### src/rtl/i8080_rx.sv
// i8080_rx: MIPI-DBI Type-B write-bus receiver, oversampled on PixelClk, feeding the pixel FIFO.
// Define I8080_BUS8_EN for an 8-bit bus where each pixel takes two writes, high byte first.
`default_nettype none

module i8080_rx #(
   parameter int SYNC_STAGES = 2,
   parameter int H_ACTIVE    = 800,
   parameter int V_ACTIVE    = 480
) (
   input  logic        PixelClk,
   input  logic        nRST,
   input  logic        LCD_nCS,
   input  logic        LCD_nWR,
   input  logic        LCD_DC,
   input  logic [15:0] LCD_DB,
   input  logic        FIFO_Full,
   output logic        FIFO_WE,
   output logic [15:0] FIFO_WData,
   output logic        FRAME_Start,
   output logic        FRAME_Done,
   output logic        Overflow,
   output logic        Busy
);

   localparam int          c_LAST    = SYNC_STAGES - 1;
   localparam logic [15:0] c_H_LAST  = 16'(H_ACTIVE - 1);
   localparam logic [15:0] c_V_LAST  = 16'(V_ACTIVE - 1);
   localparam logic [19:0] c_TOTAL   = 20'(H_ACTIVE * V_ACTIVE);

   localparam logic [1:0]  c_IDLE    = 2'd0;
   localparam logic [1:0]  c_PARAM   = 2'd1;
   localparam logic [1:0]  c_RAMWR   = 2'd2;
   localparam logic [1:0]  c_IGNORE  = 2'd3;

   localparam logic [7:0]  c_CASET   = 8'h2A;
   localparam logic [7:0]  c_PASET   = 8'h2B;
   localparam logic [7:0]  c_RAMWRC  = 8'h2C;
   localparam logic [7:0]  c_SWRESET = 8'h01;

   // Idle-high reset on the strobe synchronizers so reset release never looks like a write.
   logic [SYNC_STAGES-1:0]       ncs_sync_q, nwr_sync_q, dc_sync_q;
   logic [SYNC_STAGES-1:0][15:0] db_sync_q;
   logic                         nwr_prev_q;

   always_ff @(posedge PixelClk or negedge nRST) begin
      if (!nRST) begin
         ncs_sync_q <= '1;
         nwr_sync_q <= '1;
         dc_sync_q  <= '0;
         db_sync_q  <= '0;
         nwr_prev_q <= 1'b1;
      end else begin
         ncs_sync_q <= {ncs_sync_q[SYNC_STAGES-2:0], LCD_nCS};
         nwr_sync_q <= {nwr_sync_q[SYNC_STAGES-2:0], LCD_nWR};
         dc_sync_q  <= {dc_sync_q[SYNC_STAGES-2:0], LCD_DC};
         db_sync_q  <= {db_sync_q[SYNC_STAGES-2:0], LCD_DB};
         nwr_prev_q <= nwr_sync_q[c_LAST];
      end
   end

   logic        wr_evt, cmd_evt, dat_evt;
   logic [15:0] db;
   logic [7:0]  byte8;

   assign wr_evt  = nwr_sync_q[c_LAST] & ~nwr_prev_q & ~ncs_sync_q[c_LAST];
   assign cmd_evt = wr_evt & ~dc_sync_q[c_LAST];
   assign dat_evt = wr_evt &  dc_sync_q[c_LAST];
   assign db      = db_sync_q[c_LAST];
   assign byte8   = db[7:0];

   logic [1:0]  state_q, state_d;
   logic        target_col_q, target_col_d;
   logic [1:0]  pcnt_q, pcnt_d;
   logic [23:0] pbuf_q, pbuf_d;
   logic [15:0] cs_q, cs_d, ce_q, ce_d, ps_q, ps_d, pe_q, pe_d;
   logic [19:0] total_q, total_d, pix_q, pix_d;
   logic        we_q, we_d, start_q, start_d, done_q, done_d, ovf_q, ovf_d;
   logic [15:0] wdata_q, wdata_d;
`ifdef I8080_BUS8_EN
   logic        hi_valid_q, hi_valid_d;
   logic [7:0]  hi_q, hi_d;
`endif

   function automatic logic [15:0] clamp(input logic [15:0] v, input logic [15:0] lim);
      return (v > lim) ? lim : v;
   endfunction

   // Result of a completed 4-byte window parameter sequence.
   logic [15:0] lim, p_start, p_end;
   logic [19:0] span, col_span, page_span, new_total;

   always_comb begin
      lim       = target_col_q ? c_H_LAST : c_V_LAST;
      p_start   = clamp(pbuf_q[23:8], lim);
      p_end     = clamp({pbuf_q[7:0], byte8}, lim);
      span      = {4'd0, p_end - p_start} + 20'd1;
      col_span  = {4'd0, ce_q - cs_q} + 20'd1;
      page_span = {4'd0, pe_q - ps_q} + 20'd1;
      new_total = target_col_q ? (span * page_span) : (col_span * span);
   end

   logic        pix_evt;
   logic [15:0] pix_data;

   always_comb begin
      state_d      = state_q;
      target_col_d = target_col_q;
      pcnt_d       = pcnt_q;
      pbuf_d       = pbuf_q;
      cs_d         = cs_q;
      ce_d         = ce_q;
      ps_d         = ps_q;
      pe_d         = pe_q;
      total_d      = total_q;
      pix_d        = pix_q;
      ovf_d        = ovf_q;
      wdata_d      = wdata_q;
      we_d         = 1'b0;
      start_d      = 1'b0;
      done_d       = 1'b0;
      pix_evt      = 1'b0;
      pix_data     = db;
`ifdef I8080_BUS8_EN
      hi_valid_d   = hi_valid_q;
      hi_d         = hi_q;
`endif

      if (cmd_evt) begin
         pcnt_d = 2'd0;
`ifdef I8080_BUS8_EN
         hi_valid_d = 1'b0;
`endif
         case (byte8)
            c_CASET: begin
               state_d      = c_PARAM;
               target_col_d = 1'b1;
            end
            c_PASET: begin
               state_d      = c_PARAM;
               target_col_d = 1'b0;
            end
            c_RAMWRC: begin
               state_d = c_RAMWR;
               pix_d   = 20'd0;
               start_d = 1'b1;
               ovf_d   = 1'b0;
            end
            c_SWRESET: begin
               state_d = c_IDLE;
               cs_d    = 16'd0;
               ce_d    = c_H_LAST;
               ps_d    = 16'd0;
               pe_d    = c_V_LAST;
               total_d = c_TOTAL;
               ovf_d   = 1'b0;
            end
            default: state_d = c_IGNORE;
         endcase
      end else if (dat_evt) begin
         case (state_q)
            c_PARAM: begin
               if (pcnt_q == 2'd3) begin
                  state_d = c_IDLE;
                  if (p_end >= p_start) begin
                     total_d = new_total;
                     if (target_col_q) begin
                        cs_d = p_start;
                        ce_d = p_end;
                     end else begin
                        ps_d = p_start;
                        pe_d = p_end;
                     end
                  end
               end else begin
                  pbuf_d = {pbuf_q[15:0], byte8};
                  pcnt_d = pcnt_q + 2'd1;
               end
            end
            c_RAMWR: begin
`ifdef I8080_BUS8_EN
               if (hi_valid_q) begin
                  pix_evt    = 1'b1;
                  pix_data   = {hi_q, byte8};
                  hi_valid_d = 1'b0;
               end else begin
                  hi_d       = byte8;
                  hi_valid_d = 1'b1;
               end
`else
               pix_evt = 1'b1;
`endif
            end
            default: ;
         endcase
      end

      // Dropped pixels still advance the counter so FRAME_Done stays frame-aligned.
      if (pix_evt) begin
         if (FIFO_Full) begin
            ovf_d = 1'b1;
         end else begin
            we_d    = 1'b1;
            wdata_d = pix_data;
         end
         if (pix_q == total_q - 20'd1) begin
            done_d = 1'b1;
            pix_d  = 20'd0;
         end else begin
            pix_d = pix_q + 20'd1;
         end
      end
   end

   always_ff @(posedge PixelClk or negedge nRST) begin
      if (!nRST) begin
         state_q      <= c_IDLE;
         target_col_q <= 1'b1;
         pcnt_q       <= 2'd0;
         pbuf_q       <= 24'd0;
         cs_q         <= 16'd0;
         ce_q         <= c_H_LAST;
         ps_q         <= 16'd0;
         pe_q         <= c_V_LAST;
         total_q      <= c_TOTAL;
         pix_q        <= 20'd0;
         we_q         <= 1'b0;
         start_q      <= 1'b0;
         done_q       <= 1'b0;
         ovf_q        <= 1'b0;
         wdata_q      <= 16'd0;
`ifdef I8080_BUS8_EN
         hi_valid_q   <= 1'b0;
         hi_q         <= 8'd0;
`endif
      end else begin
         state_q      <= state_d;
         target_col_q <= target_col_d;
         pcnt_q       <= pcnt_d;
         pbuf_q       <= pbuf_d;
         cs_q         <= cs_d;
         ce_q         <= ce_d;
         ps_q         <= ps_d;
         pe_q         <= pe_d;
         total_q      <= total_d;
         pix_q        <= pix_d;
         we_q         <= we_d;
         start_q      <= start_d;
         done_q       <= done_d;
         ovf_q        <= ovf_d;
         wdata_q      <= wdata_d;
`ifdef I8080_BUS8_EN
         hi_valid_q   <= hi_valid_d;
         hi_q         <= hi_d;
`endif
      end
   end

   assign FIFO_WE     = we_q;
   assign FIFO_WData  = wdata_q;
   assign FRAME_Start = start_q;
   assign FRAME_Done  = done_q;
   assign Overflow    = ovf_q;
   assign Busy        = (state_q == c_RAMWR);

endmodule

`default_nettype wire
### config.mk
export PLATFORM = sky130hd
export DESIGN_NAME = i8080_rx
export DESIGN_NICKNAME = d
export VERILOG_FILES = /design/src/rtl/i8080_rx.sv
export SDC_FILE = /design/constraint.sdc
export NUM_CORES = 1
export LEC_CHECK = 0
export ABC_AREA = 1
export BUFFER_PORTS_ARGS = -buffer_cell sky130_fd_sc_hd__buf_2
export CAP_MARGIN = 10
export CORE_UTILIZATION = 50
export DETAILED_ROUTE_END_ITERATION = 10
export PLACE_DENSITY = 0.72
export SYNTH_ARGS = -nofsm -noshare
export SYNTH_HDL_FRONTEND = slang
export SYNTH_SLANG_ARGS = --single-unit
### constraint.sdc
create_clock -name PixelClk -period 14.9 [get_ports PixelClk]
set_input_delay 4.47 -clock PixelClk [delete_from_list [all_inputs] [get_ports PixelClk]]
set_output_delay 4.47 -clock PixelClk [all_outputs]
set_load 0.01 [all_outputs]
# == After elaboration in Yosys (flattened, before gate mapping) ==
# Index checks and enable logic that the tools add are counted.
# totals
regBits,192
input_bits,22
out_inout_bits,21
word_cells,139
# op_classes
addsub,9
multipliers,2
magnitude_cmp,3
n_eq_ne,11
muxes,64
bitwise,10
n_reduce_logical,19
# ops
cell,n
16-bit 2-to-1 mux,29
20-bit 2-to-1 mux,11
16-bit by 1-bit adder with 17-bit output (second input constant),3
16-bit subtractor,3
17-bit by 17-bit multiplier with 20-bit output,2
16-bit by 10-bit > comparator with 1-bit output,2
8-bit by 6-bit == test with 1-bit output (second input constant),3
20-bit by 1-bit adder with 20-bit output (second input constant),1
20-bit == test,1
20-bit by 1-bit subtractor with 20-bit output (second input constant),1
16-bit greater-or-equal comparator,1
2-bit 2-to-1 mux,8
2-bit nonzero test,8
1-bit 2-to-1 mux,13
6-bit AND reduction,2
10-bit 2-to-1 mux,1
8-bit by 1-bit == test with 1-bit output (second input constant),1
1-bit NOT,6
2-bit one-hot mux with 3 select lines,1
2-bit AND reduction,3
3-bit AND reduction,2
5-bit AND reduction,1
1-bit bitwise AND,4
2-bit == test (second input constant),2
other kinds (7),9

# == Longest topological paths before layout ==
# depth
depth_word,12
depth_mapped,60
mapped_depth_nobuf,57

# == Least setup slack after synthesis ==
# No wires, ideal clock.
# synth_timing
kind,register to register
startpoint,register target_col_q
endpoint,register total_q[19]
setup_ns,0.117
arrival_ns,9.009
required_ns,14.783
setup_slack_ns,5.773
stages_incl_launch_ff,52
path_buffers,3
synth_period_minus_slack_ns,9.127
path_cell_list,dfstp_2 -> inv_1 -> buf_2 -> ha_1 -> nand2_1 -> inv_1 -> nand2_1 -> nand2_1 -> nand2_2 -> nand2_4 -> clkbuf_1 -> nor2_1 -> ha_1 -> fa_1 -> or2_1 -> a21oi_1 -> or2_1 -> xnor2_1 -> [... 16 more ...] -> fa_1 -> inv_1 -> fa_1 -> inv_1 -> ha_1 -> a21oi_1 -> o21ai_0 -> a221oi_1 -> xor2_1 -> nand3_1 -> nand2_1 -> nand2_1 -> nand2_1 -> inv_1 -> nand2_1 -> nand3_1 -> nand3_1 -> nand2_1
# synth_between
elab_chain_cells,12
word_cells_on_any_way,18
classes_between,2 x add/sub; 2 x mul; 3 x order compare; 9 x mux; 2 x reduce/logical
# synth_rtl
item,line_no,source
start: declaration,72,"logic target_col_q, target_col_d;"
start signal: assignment,237,target_col_q <= target_col_d;
10-bit 2-to-1 mux,93,lim = target_col_q ? c_H_LAST : c_V_LAST;
16-bit by 10-bit > comparator with 1-bit output,85,return (v > lim) ? lim : v;
16-bit 2-to-1 mux,85,
16-bit subtractor,96,"span = {4'd0, p_end - p_start} + 20'd1;"
16-bit by 1-bit adder with 17-bit output,96,
17-bit by 17-bit multiplier with 20-bit output,99,new_total = target_col_q ? (span * page_span) : (col_span * span);
20-bit 2-to-1 mux,99,
20-bit 2-to-1 mux,164,if (p_end >= p_start) begin
20-bit 2-to-1 mux,162,if (pcnt_q == 2'd3) begin
20-bit 2-to-1 mux,160,case (state_q)
20-bit 2-to-1 mux,159,end else if (dat_evt) begin
20-bit 2-to-1 mux,128,if (cmd_evt) begin
end signal: assignment,224,total_q <= c_TOTAL;
end signal: assignment,244,total_q <= total_d;
end: declaration,76,"logic [19:0] total_q, total_d, pix_q, pix_d;"
# Parallel ways exist; a longest one is shown, timed or not. The select of a mux whose other input is x is not followed.
# A chain may end at the register's enable or synchronous reset.

# == Worst setup path in the final report ==
# Ends and elaborated chain as after synthesis.

==> impl_results.md <==
- Status: finished clean
- Post-CTS Setup Inserts: 0
- Cell mode on critical path: nand2_1
- Post-layout minimum cycle time: 11250 ps
- Die width: 218.5 um
- Drt total wl: 65.55 mm
- Yosys warns: 0
- Setup TNS: 0 ps
- WL/cell: 17.56 um
- Final Setup Violations: 0
- Top_reg_cell synth: dfrtp_1
- Clock transition at path regs: 70 ps
- Layout Area Growth over Synthesis: 6.479%
- IO buf count: 42
- Placer congestion estimate: 0.9943
- First-pass GRT wire length: 105.5 mm
- Post-synthesis sequential area ratio: 20.64%
- CTS tree: built
- Max Fclk: 88.88 MHz
- Number of synthesized flops with an enable pin: 0
- Overflow after GRT: 0
- Max stage delay on crit path: 840 ps
- Initial antenna violation count: 1
- Root buffer cell: clkbuf_16
- Most common cell after layout, fill and taps aside: inv_1
- Layout Nets: 3588
- Routed via count: 19.91k
- Crit Reg-Reg Endpoint: total_q[19]
- Seq cells post-synth: 192
- HPWL after DPL: 53.33 mm
- Vias in the first global route: 20.20k
- Die H: 218.5 um
- Post-route ant nets: 0
- Die area: 0.04776 sq mm
- CP Capture Type: flip-flop
- Layout cells sized above 1: 6.003%
- Cells after Synth: 3086
- Fin crit share: 75.51%
- Row count: 78
- # fillers: 4297
- Multi-input gate area: 0.01563 sq mm
- Most frequent cells in the layout: 722 x inv_1, 696 x nand2_1, 310 x nor2_1
- Critical path class: reg -> reg
- Crit Path Max Fanout: 21
- # hold bufs at CTS: 0
- Initial DRC Count: 1528
- R2R Setup Slk: 3650 ps
- Via-per-instance ratio: 5.335
- Drt first pass iters: 5
- MaxCap Viol Count: 0
- Hold Vio Cnt, Final: 0
- Async SR Flop Fraction: 100.0%
- Worst path required time: 15240 ps
- Worst-Margin Slew: 1036 ps
- Max stage delay cell, worst path: dfstp_2
- Mapped Area: 0.02344 sq mm
- Cells on worst reg2reg path: 50
- Largest net degree at the start of global routing: 121
- Reg2reg start: target_col_q
- Hold Crit Depth: 0
- Clock skew: 20.91 ps
- Latest clock arrival within the worst-skew pair: 460 ps
- Inserted Clock Buffers: 17
- Core Box Area: 0.04577 sq mm
- Netlist cell types: 57
- DRC viols: 0
- Ports: 43
- Mean Syn Cell Area: 7.597 sq um
- Ant diodes: 0
- Hold worst-path end: ncs_sync_q[1]
- RSZ-0062 raised after global routing: false
- Min-delay src: ncs_sync_q[0]
- Crit path arrival time: 11590 ps
- Max transition margin: 30.74%
- Clock Path Buffers: 2
- Overall Global Routing Usage: 28.63%
- FF/Latch Area: 0.004840 sq mm
- H-Tree Level Count: 4
- Post_cts resized: 0
- Final Max Tran Viols: 0
- Initial Util: 51.22%
- Clock sinks: 192
- Setup crit start kind: flip-flop
- Hold Crit Class: reg -> reg
## per-stage QoR
| step | hold WS [ps] | cells | util, % | area, sq um | worst slack (ps) |
|---|---|---|---|---|---|
| after global routing | 354.0 | 3732 | 54.54 | 24960 | 3111 |
| after CTS | 351.9 | 3732 | 54.54 | 24960 | 3918 |
| after detailed placement | 335.5 | 3700 | 53.20 | 24350 | 3942 |
| after global placement | 331.7 | 3700 | 53.20 | 24350 | 4181 |
| after floorplan | 331.2 | 3096 | - | 23480 | 5773 |
| final | 347.0 | 3732 | 54.54 | 24960 | 3649 |
## cells in the mapped netlist (5+ instances only)
cell type	count	share of area, %
or2_1	5	0.13
nand3_1	100	2.1
dfrtp_1	164	18
nor4_1	12	0.32
a31oi_1	7	0.19
a22oi_1	5	0.16
nand4_1	30	0.80
nor2_2	11	0.29
clkinv_1	14	0.22
o21ai_1	12	0.26
o21bai_1	15	0.48
o21ai_0	116	2.5
nand2_2	18	0.48
a2bb2oi_1	5	0.19
a21oi_1	65	1.4
nor2_4	6	0.29
inv_2	15	0.24
nand2_4	6	0.29
fa_1	277	24
inv_1	722	12
nor3_1	19	0.41
xor2_1	78	2.9
nand2_1	696	11
nand3_2	9	0.38
xnor2_1	36	1.3
ha_1	170	9.1
o22ai_1	26	0.69
a21o_1	7	0.22
dfstp_2	28	3.1
or2_2	7	0.19
nand3b_1	6	0.19
clkbuf_1	45	0.72
nor2_1	311	5.0
## cell type report
type	count	area share [%]
Timing Repair Buffer	54	1.238
Clock inverter	12	0.7017
Multi-Input combinational cell	2102	62.60
Clock buffer	20	1.749
Inverter	752	11.32
Sequential cell	192	19.39
Tap cell	600	3.007
## kinds of logic after synthesis
| family | Yosys count | share of synthesized area [%] |
|---|---|---|
| multiplexers | 1 | 0.04270 |
| flip-flops | 192 | 20.64 |
| adder cells (fa/ha/maj) | 447 | 32.72 |
| XOR/XNOR | 115 | 4.355 |
| AO/OA/AOI/OAI | 290 | 7.215 |
| buffers and inverters | 802 | 12.90 |
| other | 2 | 0.03203 |
| AND/OR/NAND/NOR | 1237 | 22.08 |
## layer usage
metal	global-route usage, %	share of wire, %
met4	12.26	4.7
met1	37.13	42
met2	47.18	46
met3	4.690	7.2
met5	0	0.043
## critical path, delay by kind of cell, from the launching register on
kind	cells	cell delay (ps)
adder cells (fa/ha/maj)	10	4250
buffers and inverters	10	2070
flip-flops	1	840
AO/OA/AOI/OAI	3	850
AND/OR/NAND/NOR	27	3070
## worst max-delay path by stage
| stage | start | end | cells past startpoint |
|---|---|---|---|
| final | target_col_q | total_q[19] | 50 |
| after global routing | target_col_q | total_q[19] | 48 |
| after CTS | target_col_q | total_q[19] | 50 |
| after detailed placement | target_col_q | total_q[19] | 50 |
| after global placement | target_col_q | total_q[19] | 50 |
| after floorplan | target_col_q | total_q[19] | 51 |
## registers in the layout, summed over array words and instances, names as in the netlist
register      flops
pbuf_q           24
pix_q            20
total_q          20
FIFO_WData       16
ce_q             16
cs_q             16
db               16
db_sync_q        16
pe_q             16
ps_q             16
dc_sync_q         2
ncs_sync_q        2
nwr_sync_q        2
pcnt_q            2
state_q           2
FIFO_WE           1
FRAME_Done        1
FRAME_Start       1
Overflow          1
nwr_prev_q        1
target_col_q      1
Power is left out: the tool's default activity adds up to more than one toggle a clock period on the data nets, which glitch-free logic cannot reach.
